$ cat src/rtl/bc_adjust.sv
// bc_adjust -- per-pixel brightness/contrast stage.
//
// Holds a committed signed brightness offset and an unsigned Q4.4 contrast
// gain. Adjust pulses only mark a step as pending. Pending steps are applied
// at the next frame boundary, so a frame never changes its settings partway
// through. Each 8-bit channel is mapped as
//   out = clamp(((p - 128) * gain >>> 4) + 128 + offset, 0, 255)
// through a fixed 3-stage pipeline.
//
// Ports:
//   clk            pixel clock, rising edge
//   rst            asynchronous active-high reset
//   en_bc_i        brightness/contrast enable; when low, pixels pass through
//                  and adjust pulses are ignored
//   frame_en_i     one-cycle frame-boundary strobe (commit point)
//   binc_i/bdec_i  brightness step up/down pulses
//   cinc_i/cdec_i  contrast step up/down pulses
//   pix_in_i       {R,G,B} input pixel
//   valid_in_i     pix_in_i qualifier
//   sync_in_i      {vs,hs,de} sideband
//   pix_out_o      adjusted pixel, 3 cycles after input
//   valid_out_o    valid_in_i delayed 3 cycles
//   sync_out_o     sync_in_i delayed 3 cycles
//   offset_out_o   committed offset, signed two's complement
//   gain_out_o     committed gain, Q4.4
module bc_adjust #(
  parameter int B_STEP  = 8,
  parameter int B_LIMIT = 128,
  parameter int G_RESET = 16,
  parameter int G_STEP  = 2,
  parameter int G_MIN   = 4,
  parameter int G_MAX   = 64
) (
  input  logic        clk,
  input  logic        rst,
  input  logic        en_bc_i,
  input  logic        frame_en_i,
  input  logic        binc_i,
  input  logic        bdec_i,
  input  logic        cinc_i,
  input  logic        cdec_i,
  input  logic [23:0] pix_in_i,
  input  logic        valid_in_i,
  input  logic [2:0]  sync_in_i,
  output logic [23:0] pix_out_o,
  output logic        valid_out_o,
  output logic [2:0]  sync_out_o,
  output logic [8:0]  offset_out_o,
  output logic [7:0]  gain_out_o
);

  localparam logic signed [9:0] OFF_MAX  = 10'(B_LIMIT);
  localparam logic signed [9:0] OFF_MIN  = 10'(-B_LIMIT);
  localparam logic signed [9:0] OFF_STEP = 10'(B_STEP);
  localparam logic [8:0]        GAIN_HI  = 9'(G_MAX);
  localparam logic [8:0]        GAIN_LO  = 9'(G_MIN);
  localparam logic [8:0]        GAIN_STP = 9'(G_STEP);

  // ---------------------------------------------------------------------
  // Control: pending step flags and committed offset/gain
  // ---------------------------------------------------------------------
  logic [8:0] offset_q, offset_d;
  logic [7:0] gain_q, gain_d;
  logic       pend_bi_q, pend_bi_d;
  logic       pend_bd_q, pend_bd_d;
  logic       pend_ci_q, pend_ci_d;
  logic       pend_cd_q, pend_cd_d;

  // A pulse is dropped if its opposite arrives in the same cycle.
  logic capBi, capBd, capCi, capCd;
  assign capBi = en_bc_i & binc_i & ~bdec_i;
  assign capBd = en_bc_i & bdec_i & ~binc_i;
  assign capCi = en_bc_i & cinc_i & ~cdec_i;
  assign capCd = en_bc_i & cdec_i & ~cinc_i;

  logic signed [9:0] offWide, offUp, offDn;
  logic [8:0]        gainWide, gainUp, gainDn;

  always_comb begin
    offWide = $signed({offset_q[8], offset_q});
    offUp   = offWide + OFF_STEP;
    offDn   = offWide - OFF_STEP;
    gainWide = {1'b0, gain_q};
    gainUp   = gainWide + GAIN_STP;
    // Check against the floor before subtracting so gainDn never wraps.
    gainDn   = (gainWide < GAIN_LO + GAIN_STP) ? GAIN_LO : gainWide - GAIN_STP;
  end

  always_comb begin
    offset_d  = offset_q;
    gain_d    = gain_q;
    // Flags clear on a commit, but a pulse landing in the commit cycle is
    // still captured for the following boundary.
    pend_bi_d = (frame_en_i ? 1'b0 : pend_bi_q) | capBi;
    pend_bd_d = (frame_en_i ? 1'b0 : pend_bd_q) | capBd;
    pend_ci_d = (frame_en_i ? 1'b0 : pend_ci_q) | capCi;
    pend_cd_d = (frame_en_i ? 1'b0 : pend_cd_q) | capCd;

    if (frame_en_i) begin
      if (pend_bi_q && !pend_bd_q) begin
        offset_d = (offUp > OFF_MAX) ? OFF_MAX[8:0] : offUp[8:0];
      end else if (pend_bd_q && !pend_bi_q) begin
        offset_d = (offDn < OFF_MIN) ? OFF_MIN[8:0] : offDn[8:0];
      end

      if (pend_ci_q && !pend_cd_q) begin
        gain_d = (gainUp > GAIN_HI) ? GAIN_HI[7:0] : gainUp[7:0];
      end else if (pend_cd_q && !pend_ci_q) begin
        gain_d = gainDn[7:0];
      end
    end
  end

  always_ff @(posedge clk or posedge rst) begin
    if (rst) begin
      offset_q  <= '0;
      gain_q    <= 8'(G_RESET);
      pend_bi_q <= 1'b0;
      pend_bd_q <= 1'b0;
      pend_ci_q <= 1'b0;
      pend_cd_q <= 1'b0;
    end else begin
      offset_q  <= offset_d;
      gain_q    <= gain_d;
      pend_bi_q <= pend_bi_d;
      pend_bd_q <= pend_bd_d;
      pend_ci_q <= pend_ci_d;
      pend_cd_q <= pend_cd_d;
    end
  end

  assign offset_out_o = offset_q;
  assign gain_out_o   = gain_q;

  // ---------------------------------------------------------------------
  // Arithmetic helpers
  // ---------------------------------------------------------------------
  // Signed 9-bit difference times the unsigned gain. Operands are widened to
  // 17 bits first so the product is formed at its final width.
  function automatic logic [16:0] mulGain(input logic [8:0] diff,
                                          input logic [7:0] gain);
    logic signed [16:0] prod;
    prod = $signed({{8{diff[8]}}, diff}) * $signed({9'b0, gain});
    return prod;
  endfunction

  // Drop the Q4.4 fraction (floor), re-centre on 128, add the offset, and
  // saturate to 0..255.
  function automatic logic [7:0] finishChannel(input logic [16:0] prod,
                                               input logic [8:0]  off);
    logic signed [16:0] shifted;
    logic [17:0]        sum;
    shifted = $signed(prod) >>> 4;
    sum     = {shifted[16], shifted} + 18'd128 + {{9{off[8]}}, off};
    if (sum[17]) begin
      return 8'd0;
    end else if (|sum[16:8]) begin
      return 8'hFF;
    end else begin
      return sum[7:0];
    end
  endfunction

  // ---------------------------------------------------------------------
  // S1: centre each channel and snapshot the settings
  // ---------------------------------------------------------------------
  // Offset and gain are captured with the pixel, so a commit that lands
  // while the pixel is in flight cannot give it a mixed pair.
  logic [2:0][8:0] s1Diff_q;
  logic [8:0]      s1Off_q;
  logic [7:0]      s1Gain_q;
  logic            s1En_q;
  logic [23:0]     s1Pix_q;
  logic            s1Valid_q;
  logic [2:0]      s1Sync_q;

  always_ff @(posedge clk or posedge rst) begin
    if (rst) begin
      s1Diff_q  <= '0;
      s1Off_q   <= '0;
      s1Gain_q  <= '0;
      s1En_q    <= 1'b0;
      s1Pix_q   <= '0;
      s1Valid_q <= 1'b0;
      s1Sync_q  <= '0;
    end else begin
      for (int c = 0; c < 3; c++) begin
        s1Diff_q[c] <= {1'b0, pix_in_i[c*8 +: 8]} - 9'd128;
      end
      s1Off_q   <= offset_q;
      s1Gain_q  <= gain_q;
      s1En_q    <= en_bc_i;
      s1Pix_q   <= pix_in_i;
      s1Valid_q <= valid_in_i;
      s1Sync_q  <= sync_in_i;
    end
  end

  // ---------------------------------------------------------------------
  // S2: multiply by gain
  // ---------------------------------------------------------------------
  logic [2:0][16:0] s2Prod_q;
  logic [8:0]       s2Off_q;
  logic             s2En_q;
  logic [23:0]      s2Pix_q;
  logic             s2Valid_q;
  logic [2:0]       s2Sync_q;

  always_ff @(posedge clk or posedge rst) begin
    if (rst) begin
      s2Prod_q  <= '0;
      s2Off_q   <= '0;
      s2En_q    <= 1'b0;
      s2Pix_q   <= '0;
      s2Valid_q <= 1'b0;
      s2Sync_q  <= '0;
    end else begin
      for (int c = 0; c < 3; c++) begin
        s2Prod_q[c] <= mulGain(s1Diff_q[c], s1Gain_q);
      end
      s2Off_q   <= s1Off_q;
      s2En_q    <= s1En_q;
      s2Pix_q   <= s1Pix_q;
      s2Valid_q <= s1Valid_q;
      s2Sync_q  <= s1Sync_q;
    end
  end

  // ---------------------------------------------------------------------
  // S3: shift, add offset, saturate (or pass raw pixel when disabled)
  // ---------------------------------------------------------------------
  logic [23:0] pixAdj;

  always_comb begin
    pixAdj = '0;
    for (int c = 0; c < 3; c++) begin
      pixAdj[c*8 +: 8] = finishChannel(s2Prod_q[c], s2Off_q);
    end
  end

  logic [23:0] pixOut_q;
  logic        validOut_q;
  logic [2:0]  syncOut_q;

  always_ff @(posedge clk or posedge rst) begin
    if (rst) begin
      pixOut_q   <= '0;
      validOut_q <= 1'b0;
      syncOut_q  <= '0;
    end else begin
      pixOut_q   <= s2En_q ? pixAdj : s2Pix_q;
      validOut_q <= s2Valid_q;
      syncOut_q  <= s2Sync_q;
    end
  end

  assign pix_out_o   = pixOut_q;
  assign valid_out_o = validOut_q;
  assign sync_out_o  = syncOut_q;

endmodule

$ cat config.mk
export PLATFORM = sky130hd
export DESIGN_NAME = bc_adjust
export DESIGN_NICKNAME = d
export VERILOG_FILES = /design/src/rtl/bc_adjust.sv
export SDC_FILE = /design/constraint.sdc
export NUM_CORES = 1
export LEC_CHECK = 0
export ABC_AREA = 1
export CORE_MARGIN = 2
export CORE_UTILIZATION = 50
export CTS_BUF_LIST = sky130_fd_sc_hd__clkbuf_8
export CTS_CLUSTER_DIAMETER = 120
export DETAILED_ROUTE_END_ITERATION = 7
export GPL_TIMING_DRIVEN = 0
export HOLD_SLACK_MARGIN = 0.1
export PLACE_DENSITY_LB_ADDON = 0.05
export SLEW_MARGIN = 20
export SYNTH_ARGS = -nofsm -noshare
export SYNTH_HDL_FRONTEND = slang
export SYNTH_SLANG_ARGS = --single-unit
$ cat constraint.sdc
create_clock -name clk -period 10.2 [get_ports clk]
set_clock_uncertainty 0.1 [all_clocks]
set_input_delay 2.04 -clock clk [delete_from_list [all_inputs] [get_ports clk]]
set_output_delay 2.04 -clock clk [all_outputs]
set_load 0.1 [all_outputs]
==> impl_metrics.csv <==
group,metric,value,unit
status,status,"finished, final reports clean",
drt,drcViolationCount,0,
die,die_w,181,um
timing,fin_crit_sh,49.2,%
synthesis,syn-cell-area,15600,sq um
min_path,hp-class,"reg -> reg",
drt,routedWlPerCell,13.5,um
synthesis,yosysTopAreaCell,"dfrtp_1",
clock_network,path_clk_slew,0.10,ns
cells_and_area,layout_common_cells,"inv_1, nand2_1, ha_1",
drt,routed-via-count,11600,
synthesis,avgSynthCellArea,8.18,sq um
synthesis,synthFlopType,"dfrtp_1",
clock_network,numCtsBuffers,17,
die,num_rows,64,
grt,grt_pass1_wl,57300,um
die,die_area,32600,sq um
clock_network,ctsResizeCount,0,
synthesis,synthCells,1909,
timing,final_hold_viol_count,0,
timing,setup_ws,5.18,ns
flow_run,cap_violations,0,
grt,gr-total-overflow,0,
clock_network,clockBufferDepth,2,
grt,antenna_found_initial,0,
die,fp.dieH,181,um
timing,tightest_slew,0.984,ns
clock_network,clkSinkCount,164,
synthesis,synthDistinctLibCells,40,
clock_network,cts_max_level,4,
synthesis,ys_warn_count,0,
place,port_buffers,76,
synthesis,synth_async_sr_flop_share,100,%
timing,max_freq,199,MHz
min_path,min_from,"s1Off_q[7]",
cells_and_area,syn_to_final_growth,11.3,%
clock_network,clock_latency,0.48,ns
place,place_ws,5.20,ns
drt,first_iter_violations,623,
clock_network,postCtsHoldBufs,0,
timing,timing.final.crit_period,5.02,ns
timing,drv_slew,0,
die,core-area,30700,sq um
setup_path,path_class,"reg -> reg",
setup_path,crit_required,10.46,ns
timing,setup_viol,0,
synthesis,synth-seq-area-share,26.3,%
cells_and_area,layout_commonest_cell,"inv_1",
setup_path,cp-start-kind,"flop",
setup_path,endpoint_kind,"flop",
grt,grt_max_degree,102,
die,initial_core_util,50.9,%
cells_and_area,final_layout_size_suffix_gt1_share,5.07,%
setup_path,cp_data_arrival_time,5.28,ns
synthesis,synth-edff-count,0,
drt,drt_pass1_iterations,5,
place,gp_congestion,0.870,
synthesis,synth.top_cell.area_share,26.1,%
grt,grt_use_total,21.8,%
synthesis,yosys-top-cells-area,"dfrtp_1, fa_1, ha_1, inv_1, nand2_1",
drt,finalWirelength,32700,um
die,ioPinCount,81,
cells_and_area,antenna_cells,0,
setup_path,crit_path_max_fanout,10,
drt,viasPerCell,4.77,
timing,setup_tns,0,ns
timing,rsz0062_at_grt,"no",
grt,grt_pass1_vias,11600,
clock_network,post_cts_buffers,0,
setup_path,rr_startpoint,"s1Gain_q[3]",
timing,relSlewSlack,34.2,%
synthesis,ys_seq_elements,164,
clock_network,tritoncts,"yes",
setup_path,cp-startpoint,"s1Gain_q[3]",
drt,antenna_left,0,
place,dp_hpwl,27100,um
clock_network,clockRootBuffer,"clkbuf_8",
cells_and_area,layout.nets,2384,
## registers in the layout, indices dropped and copies added (netlist names), 3 cells and up
name and cells:
s2Off_q 6, s1Off_q 6, pix_out_o 24, s2Pix_q 24, s1Gain_q 7, s1Diff_q 3, s1Pix_q 24, s1Sync_q 3
sync_out_o 3, s2Sync_q 3, s2Prod_q 39, gain_out_o 7, offset_out_o 6
## cells by family after synthesis
kind of cell / share of synthesized area, %
AND/OR/NAND/NOR: 18.9
buffers and inverters: 13.6
adder cells (fa/ha/maj): 33.1
flip-flops: 26.3
AO/OA/AOI/OAI: 3.85
XOR/XNOR: 4.21
other: 0.0240
## layout make-up
type | instances | area (sq um)
timing repair buffer | 77 | 788
multi-input combinational | 1203 | 9430
buffer | 26 | 136
inverter | 531 | 2000
clock inverter | 15 | 190
sequential | 164 | 4110
tap | 396 | 495
fill | 2860 | 13300
clock buffer | 17 | 234
## per-layer routing
metal  vias up  wire, um  track usage [%]
li1       5868         -                -
met1      5444     16800             33.1
met2       241     14200             33.2
met3        23      1260             2.44
met4         0       484             5.39
met5         -         0                0
## worst paths after layout
kind	endpoint	slack, ns	depth (start not counted)
min in group asynchronous	sync_out_o[0]	1.88	2
max reg2reg	s2Prod_q[31]	5.18	15
max	s2Prod_q[31]	5.18	15
min	s2Off_q[7]	0.25	0
max in group asynchronous	s2Prod_q[46]	7.28	3
min reg2reg	s2Off_q[7]	0.25	0
## critical path, cell delays in order, from the launching register on
cell      delay [ns]
dfrtp_1         0.56
clkbuf_1        0.54
nand2_1         0.18
fa_1            0.58
inv_1           0.06
fa_1            0.49
fa_1            0.49
inv_1           0.05
fa_1            0.47
inv_1           0.04
ha_1            0.33
a21oi_1         0.17
a21boi_1        0.26
o21ai_0         0.17
a21oi_1         0.19
xnor2_1         0.21
## cell usage after synthesis, types with 7 or more instances
cell type and count:
a21oi_1 55, clkbuf_1 17, dfrtp_1 163, fa_1 141, ha_1 187, inv_1 517
inv_2 12, nand2_1 486, nand2_2 17, nand3_1 60, nand3_2 9, nand4_1 37
nor2_1 46, nor2_2 7, o21ai_0 20, xnor2_1 34, xor2_1 41
## stage by stage
stage          hold slack, ns  instance area (sq um)  util (%)  std cells
3_3_place_gp            0.231                  16900      55.2       2396
4_1_cts                 0.250                  17400      56.7       2429
2_1_floorplan           0.231                  15700         -       1924
6_report                0.247                  17400      56.7       2429
5_1_grt                 0.247                  17400      56.7       2429
3_5_place_dp            0.235                  17000      55.3       2397
Power is left out: the tool's default activity adds up to more than one toggle a clock period on the data nets, which glitch-free logic cannot reach.
